### src/rtl/mem_access_ctrl.sv
// Load/store initiator for a word-wide data memory.
// Sub-word stores are done as read-modify-write; load data is lane-selected and extended.
module mem_access_ctrl #(
  parameter bit BIG_ENDIAN = 1'b1
) (
  input  logic        clk,
  input  logic        reset,
  input  logic        req_valid,
  output logic        req_ready,
  input  logic        req_write,
  input  logic [1:0]  req_size,
  input  logic        req_signed,
  input  logic [31:0] req_addr,
  input  logic [31:0] req_wdata,
  output logic        resp_valid,
  output logic [31:0] resp_rdata,
  output logic        resp_misaligned,
  output logic [31:0] mem_address,
  output logic [31:0] mem_write_data,
  output logic        mem_read,
  output logic        mem_write,
  input  logic [31:0] mem_read_data
);

  typedef enum logic [2:0] {
    S_IDLE,
    S_RD,
    S_WR,
    S_RMW_RD,
    S_RMW_WR,
    S_RESP
  } state_e;

  state_e      state_q, state_d;
  logic [1:0]  size_q, size_d;
  logic        sgn_q, sgn_d;
  logic [1:0]  off_q, off_d;
  logic [31:0] wdata_q, wdata_d;
  logic        req_ready_q, req_ready_d;
  logic        resp_valid_q, resp_valid_d;
  logic [31:0] resp_rdata_q, resp_rdata_d;
  logic        resp_mis_q, resp_mis_d;
  logic [31:0] mem_addr_q, mem_addr_d;
  logic [31:0] mem_wdata_q, mem_wdata_d;
  logic        mem_rd_q, mem_rd_d;
  logic        mem_wr_q, mem_wr_d;
  logic        req_mis;

  // Bit position of the addressed byte/half inside the memory word.
  function automatic logic [4:0] lane_shift(
    input logic [1:0] sz,
    input logic [1:0] off
  );
    logic [4:0] sh;
    sh = 5'd0;
    if (sz == 2'b00) begin
      if (BIG_ENDIAN) sh = {2'd3 - off, 3'b000};
      else            sh = {off, 3'b000};
    end else if (sz == 2'b01) begin
      sh = (off[1] ^ BIG_ENDIAN) ? 5'd16 : 5'd0;
    end
    return sh;
  endfunction

  function automatic logic [31:0] load_ext(
    input logic [31:0] rd,
    input logic [1:0]  sz,
    input logic        sg,
    input logic [1:0]  off
  );
    logic [31:0] s;
    logic [31:0] r;
    s = rd >> lane_shift(sz, off);
    unique case (sz)
      2'b00:   r = {{24{sg & s[7]}}, s[7:0]};
      2'b01:   r = {{16{sg & s[15]}}, s[15:0]};
      default: r = s;
    endcase
    return r;
  endfunction

  function automatic logic [31:0] merge(
    input logic [31:0] rd,
    input logic [31:0] wd,
    input logic [1:0]  sz,
    input logic [1:0]  off
  );
    logic [31:0] base;
    logic [31:0] mask;
    logic [4:0]  sh;
    sh   = lane_shift(sz, off);
    base = (sz == 2'b00) ? 32'h0000_00FF : 32'h0000_FFFF;
    mask = base << sh;
    return (rd & ~mask) | ((wd & base) << sh);
  endfunction

  assign req_mis = (req_size == 2'b11)
                 | ((req_size == 2'b01) & req_addr[0])
                 | ((req_size == 2'b10) & (|req_addr[1:0]));

  always_comb begin
    state_d      = state_q;
    size_d       = size_q;
    sgn_d        = sgn_q;
    off_d        = off_q;
    wdata_d      = wdata_q;
    req_ready_d  = req_ready_q;
    resp_valid_d = 1'b0;
    resp_rdata_d = resp_rdata_q;
    resp_mis_d   = resp_mis_q;
    mem_addr_d   = mem_addr_q;
    mem_wdata_d  = mem_wdata_q;
    mem_rd_d     = 1'b0;
    mem_wr_d     = 1'b0;
    unique case (state_q)
      S_IDLE: begin
        if (req_valid) begin
          size_d      = req_size;
          sgn_d       = req_signed;
          off_d       = req_addr[1:0];
          wdata_d     = req_wdata;
          mem_addr_d  = {req_addr[31:2], 2'b00};
          req_ready_d = 1'b0;
          resp_mis_d  = 1'b0;
          if (req_mis) begin
            state_d      = S_RESP;
            resp_valid_d = 1'b1;
            resp_mis_d   = 1'b1;
            resp_rdata_d = 32'h0;
          end else if (!req_write) begin
            state_d  = S_RD;
            mem_rd_d = 1'b1;
          end else if (req_size == 2'b10) begin
            state_d     = S_WR;
            mem_wr_d    = 1'b1;
            mem_wdata_d = req_wdata;
          end else begin
            state_d  = S_RMW_RD;
            mem_rd_d = 1'b1;
          end
        end
      end
      S_RD: begin
        state_d      = S_RESP;
        resp_valid_d = 1'b1;
        resp_rdata_d = load_ext(mem_read_data, size_q, sgn_q, off_q);
      end
      S_WR: begin
        state_d      = S_RESP;
        resp_valid_d = 1'b1;
        resp_rdata_d = 32'h0;
      end
      S_RMW_RD: begin
        state_d     = S_RMW_WR;
        mem_wr_d    = 1'b1;
        mem_wdata_d = merge(mem_read_data, wdata_q, size_q, off_q);
      end
      S_RMW_WR: begin
        state_d      = S_RESP;
        resp_valid_d = 1'b1;
        resp_rdata_d = 32'h0;
      end
      S_RESP: begin
        state_d     = S_IDLE;
        req_ready_d = 1'b1;
        resp_mis_d  = 1'b0;
      end
      default: begin
        state_d     = S_IDLE;
        req_ready_d = 1'b1;
      end
    endcase
  end

  always_ff @(posedge clk) begin
    if (reset) begin
      state_q      <= S_IDLE;
      size_q       <= 2'b00;
      sgn_q        <= 1'b0;
      off_q        <= 2'b00;
      wdata_q      <= 32'h0;
      req_ready_q  <= 1'b1;
      resp_valid_q <= 1'b0;
      resp_rdata_q <= 32'h0;
      resp_mis_q   <= 1'b0;
      mem_addr_q   <= 32'h0;
      mem_wdata_q  <= 32'h0;
      mem_rd_q     <= 1'b0;
      mem_wr_q     <= 1'b0;
    end else begin
      state_q      <= state_d;
      size_q       <= size_d;
      sgn_q        <= sgn_d;
      off_q        <= off_d;
      wdata_q      <= wdata_d;
      req_ready_q  <= req_ready_d;
      resp_valid_q <= resp_valid_d;
      resp_rdata_q <= resp_rdata_d;
      resp_mis_q   <= resp_mis_d;
      mem_addr_q   <= mem_addr_d;
      mem_wdata_q  <= mem_wdata_d;
      mem_rd_q     <= mem_rd_d;
      mem_wr_q     <= mem_wr_d;
    end
  end

  assign req_ready       = req_ready_q;
  assign resp_valid      = resp_valid_q;
  assign resp_rdata      = resp_rdata_q;
  assign resp_misaligned = resp_mis_q;
  assign mem_address     = mem_addr_q;
  assign mem_write_data  = mem_wdata_q;
  assign mem_read        = mem_rd_q;
  assign mem_write       = mem_wr_q;

endmodule

### config.mk
export PLATFORM = sky130hd
export DESIGN_NAME = mem_access_ctrl
export DESIGN_NICKNAME = d
export VERILOG_FILES = /design/src/rtl/mem_access_ctrl.sv
export SDC_FILE = /design/constraint.sdc
export NUM_CORES = 1
export LEC_CHECK = 0
export BUFFER_PORTS_ARGS = -buffer_cell sky130_fd_sc_hd__buf_2
export CAP_MARGIN = 10
export CORE_MARGIN = 2
export CORE_UTILIZATION = 25
export CTS_CLUSTER_DIAMETER = 50
export CTS_CLUSTER_SIZE = 8
export DETAILED_ROUTE_END_ITERATION = 8
export MAX_ROUTING_LAYER = met4
export PLACE_DENSITY = 0.45
export SLEW_MARGIN = 20
export SYNTH_ARGS = -nofsm -noshare
export SYNTH_HDL_FRONTEND = slang
export SYNTH_SLANG_ARGS = --single-unit
### constraint.sdc
create_clock -name clk -period 2.4 [get_ports clk]
set_input_delay 0.48 -clock clk [delete_from_list [all_inputs] [get_ports clk]]
set_output_delay 0.48 -clock clk [all_outputs]
set_load 0.1 [all_outputs]
# Word level (Yosys, flattened, before mapping)
# Index checks and enable logic that the tools add are counted.
# totals
elab_cells	93
inputBits	103
output_inout_bits	101
ff_bits	139
# classes
eq_ne	14
n_mux	34
n_reduce_logical	15
n_bitwise	13
add_sub_neg	1
shift	3
# ops
cell	count
32-bit two-way mux	6
32-bit case mux with 2 select lines	2
32-bit case mux with 3 select lines	1
32-bit by 16-bit bitwise AND with 32-bit output	1
32-bit bitwise AND	1
32-bit inverter	1
32-bit OR	1
16-bit by 5-bit left shift with 32-bit output	1
32-bit by 5-bit left shift with 32-bit output	1
32-bit by 5-bit right shift with 32-bit output	1
5-bit two-way mux	5
16-bit two-way mux	1
1-bit two-way mux	11
2-bit inequality test, second input constant	5
3-bit case mux with 3 select lines	1
1-bit case mux with 2 select lines	4
4-bit OR reduction	2
3-bit by 2-bit equality test with 1-bit output, second input constant	2
3-bit equality test, second input constant	2
3-bit two-way mux	2
2-bit AND reduction	3
5-bit AND reduction	1
1-bit bitwise AND	4
2-bit by 1-bit equality test with 1-bit output, second input constant	2
other kinds (13)	19

# Logic depth before layout (Yosys ltp)
# depth
ltp_word	9
mapped_depth	8

# Worst setup path before layout
# No wires, ideal clock.
# synth_timing
path_kind	input to register
from	input req_addr[0]
to	register resp_rdata_q[16] (netlist: resp_rdata[16])
t_arrival_ps	1728
setup_slack_ps	554
n_path_buf	2
cell_stages	7
path_cell_list	o21ai_0 -> a21boi_0 -> o21bai_4 -> and2_1 -> buf_4 -> buf_6 -> a22o_1
# synth_via
elab_chain_len	5
# synth_rtl
item	line	rtl
from (decl)	13	input logic [31:0] req_addr,
1-bit bitwise AND / 2-bit OR reduction (equally long branches)	98, 99	
1-bit OR / 1-bit bitwise AND (equally long branches)	98, 99	
1-bit OR *	99	| ((req_size == 2'b10) & (|req_addr[1:0]));
2-bit inequality test (no source line) *	n/a	
3-bit AND reduction (no source line) *	n/a	
to (signal assigned)	198	resp_rdata_q <= resp_rdata_d;
to (decl)	41	logic [31:0] resp_rdata_q, resp_rdata_d;
# Every way passes the cells marked *; elsewhere a longest branch is shown, timed or not.
# A chain may end at the register's enable or synchronous reset.

# Final worst setup path
# layout_timing
from	register size_q[0]
to	register resp_rdata_q[15] (netlist: resp_rdata[15])
# layout_via
elab_chain_len	8
# layout_rtl
item	line	rtl
from (decl)	35	logic [1:0] size_q, size_d;
from (signal assigned)	192	size_q <= size_d;
2-bit by 1-bit equality test with 1-bit output	59, 74	
5-bit two-way mux	59	end else if (sz == 2'b01) begin
5-bit two-way mux	56	if (sz == 2'b00) begin
5-bit two-way mux	115	unique case (state_q)
32-bit by 5-bit right shift with 32-bit output	73	s = rd >> lane_shift(sz, off);
1-bit bitwise AND	75	2'b00: r = {{24{sg & s[7]}}, s[7:0]};
32-bit case mux with 2 select lines *	74	unique case (sz)
32-bit case mux with 3 select lines *	115	
# Every way passes the cells marked *; elsewhere a longest branch is shown, timed or not. The select of a mux whose other input is x is not followed.

==> metrics.md <==
| Metric | Value |
|---|---|
| Most frequent cells in the layout | buf_2 (201), nand2_1 (155), dfxtp_1 (123) |
| Post-CTS Setup Inserts | 0 |
| Async S/R FF share, synth | 0 |
| Final net count | 947 |
| Worst-Margin Slew | 0.631 ns |
| Die area | 23,200 sq um |
| Post-synthesis sequential area ratio | 0.447 |
| Clock power share | 0.424 |
| Worst Path Max Fanout | 10 |
| Post-Route Skew | 0.00779 ns |
| R2R cell count | 6 |
| Pwr per Cell Area | 831 nW/um^2 |
| Hpwl dp | 14,800 microns |
| NetSw | 2030 uW |
| WP data arrival | 2.33 ns |
| Worst hold path type | in2reg |
| Slowest CP cell | dfxtp_1 |
| Hold_sp | req_addr[15] |
| Global route total overflow | 0 |
| Data required time of the critical path | 2.74 ns |
| Post-place setup slack | 0.376 ns |
| Final min period | 1.99 ns |
| Setup TNS | 0 ns |
| Fin area | 7430 sq um |
| CTS buffer count | 17 |
| Mapped Cells | 656 |
| CTS Root Cell | clkbuf_16 |
| Max cap viols | 0 |
| #FFs+latches synth | 123 |
| Vias in the first global route | 5,252 |
| Crit Reg-Reg Endpoint | resp_rdata[15] |
| Worst setup path class | reg2reg |
| R2R Path Start | size_q[0] |
| Final Setup Violations | 0 |
| CP Cell Sequence | buf_4 > o21ai_0 > nand2b_1 > a221oi_1 > nand4_1 > o21ai_0 |
| Main synth FF type | dfxtp_1 |
| Overall power | 6170 uW |
| Vias | 5,444 |
| Final core occ | 0.341 |
| Final Hold Viols | 0 |
| P&R area growth vs syn | 34.8% |
| Pin count of the biggest net entering global routing | 48 |
| Max incr delay on CP | 0.39 ns |
| Die X | 152 microns |
| Yosys warnings | 0 |
| Sequential power share | 0.359 |
| CP Capture Type | flop |
| Leak pwr | 0.00320 uW |
| Power share of the combinational group | 0.217 |
| Worst VDD drop | 0.437 mV |
| Antenna violations before repair | 4 |
| Commonest non-fill, non-tap cell in the layout | buf_2 |
| Max_slew headroom | 0.580 |
| Final max-slew violation count | 0 |
| Port Buffers | 201 |
| Flop2flop setup slack | 0.41 ns |
| Post-CTS sizing | 0 |
| Most used cell along the critical path | o21ai_0 |
| Clock transition at path regs | 0.06 ns |
| Outcome | finished clean |
| Internal | 4140 uW |
| Worst hold endpoint | mem_address[15] |
| Ratio of cells with drive above 1 in the final layout | 0.320 |
| CTS Buffer Depth | 2 |
| Hold Crit Depth | 3 |
| Final period util | 0.828 |
| Final WS setup | 0.413 ns |
| Top Ports | 204 |
| CP startpoint kind | flop |
| Post-Syn Area | 5510 sq um |
| DR iter-0 viols | 296 |
| Fillers | 2,382 |
| RSZ-0062 raised after global routing | no |
| # DRC | 0 |
| WL/cell | 17.7 microns |
| Global-route wire length before repair | 31,100 microns |
| Syn Area/Cell | 8.40 sq um |
| Antenna viol nets, final | 0 |
| Latest clock arrival within the worst-skew pair | 0.41 ns |
| Post-synth EDFFs | 0 |
| Die Y | 152 microns |
| CTS tree | yes |
| Sw Share | 0.329 |
| CTS Hold Bufs | 0 |
| Routability cong. | 0.807 |
| Drt first pass iters | 5 |
| CORE AREA | 21,800 sq um |
| Vias per cell | 4.77 |
| GRT Resource Usage Total | 0.176 |
| FP Rows | 54 |
| Clk sinks | 123 |
| Initial Utilization | 0.253 |
| Area post-placement | 6820 sq um |
| Routed Wire Length | 20,200 microns |
| Fmax | 0.503 GHz |
| Post-synth cell types | 45 |
| Htree depth | 4 |
cell usage after synthesis (3+ instances only):
| library cell | count | share of area |
|---|---|---|
| o21ai_1 | 7 | 0.0064 |
| buf_6 | 4 | 0.0082 |
| a211oi_1 | 9 | 0.012 |
| inv_1 | 4 | 0.0027 |
| dfxtp_1 | 123 | 0.45 |
| o211ai_1 | 7 | 0.0095 |
| a21oi_1 | 93 | 0.084 |
| a31oi_1 | 8 | 0.0091 |
| a22o_1 | 41 | 0.065 |
| mux4_2 | 8 | 0.033 |
| buf_4 | 3 | 0.0041 |
| nand2_1 | 155 | 0.11 |
| buf_2 | 18 | 0.016 |
| nand2b_1 | 27 | 0.031 |
| nor2b_1 | 4 | 0.0045 |
| o21ai_0 | 32 | 0.029 |
| nor3_1 | 3 | 0.0027 |
| nor2_1 | 22 | 0.015 |
| clkbuf_1 | 31 | 0.021 |
| or3_1 | 3 | 0.0034 |
| a32o_1 | 7 | 0.013 |
| and2_1 | 3 | 0.0034 |
| mux2i_1 | 9 | 0.016 |
| nor4b_1 | 9 | 0.014 |
worst max-delay path: cells and delay by family, from the launching register on:
family / cells / cell delay (ns)
simple gates: 2 / 0.49
compound gates: 3 / 0.84
buf+inv: 1 / 0.20
flops: 1 / 0.39
cells by family after synthesis:
family | share of synthesized area
AO/OA/AOI/OAI | 0.248
adder cells (fa/ha/maj) | 0.00182
buffers and inverters | 0.0538
flip-flops | 0.447
multiplexers | 0.0511
other | 0.000681
AND/OR/NAND/NOR | 0.198
power by group through the flow:
stage | Combinational (uW) | Clock (uW) | Sequential [uW]
after floorplan | 513 | 0 | 2740
after global placement | 1350 | 0 | 2260
after detailed placement | 1350 | 0 | 2260
after CTS | 1350 | 2690 | 2220
after global routing | 1420 | 2800 | 2230
final | 1340 | 2620 | 2220
metal layers:
layer | up-vias | GRT usage | part of all wire
met1 | 2548 | 0.232 | 0.47
met3 | 19 | 0.0566 | 0.074
met5 | - | - | 0
li1 | 2690 | - | -
met2 | 187 | 0.261 | 0.44
met4 | 0 | 0.0428 | 0.012
worst max path at each step:
stage          slack [ns]  cells after the start        start             end
4_1_cts              0.39                      6    size_q[0]  resp_rdata[15]
3_5_place_dp         0.38                      6    size_q[0]  resp_rdata[15]
3_3_place_gp         0.39                      7  req_addr[0]   resp_rdata[4]
2_1_floorplan        0.55                      7  req_addr[0]  resp_rdata[16]
6_report             0.41                      6    size_q[0]  resp_rdata[15]
5_1_grt              0.15                      6    size_q[0]  resp_rdata[12]
final cells by class:
type | instances | area, sq um | share of cell area
diodes | 5 | 12.5 | 0.00168
clock buffers | 20 | 447 | 0.0601
clock inverters | 12 | 148 | 0.0199
inverters | 4 | 15.0 | 0.00202
multi-input cells | 472 | 2760 | 0.372
flip-flops and latches | 123 | 2460 | 0.331
well taps | 280 | 350 | 0.0472
repair buffers | 226 | 1230 | 0.166
sequential cells by signal, indices dropped and copies added, names as in the netlist:
signal and cells:
mem_write_data 32, resp_rdata 32, mem_address 30, wdata_q 16, state_q 3, off_q 2, size_q 2, mem_read 1
mem_write 1, req_ready 1, resp_misaligned 1, resp_valid 1, sgn_q 1
through the flow:
stage	instances	hold slack (ns)
CTS	1137	0.277
global placement	1105	0.438
floorplan	657	0.437
global route	1141	0.285
detailed placement	1105	0.441
finish	1142	0.296
Power figures use the tool's default switching activity.
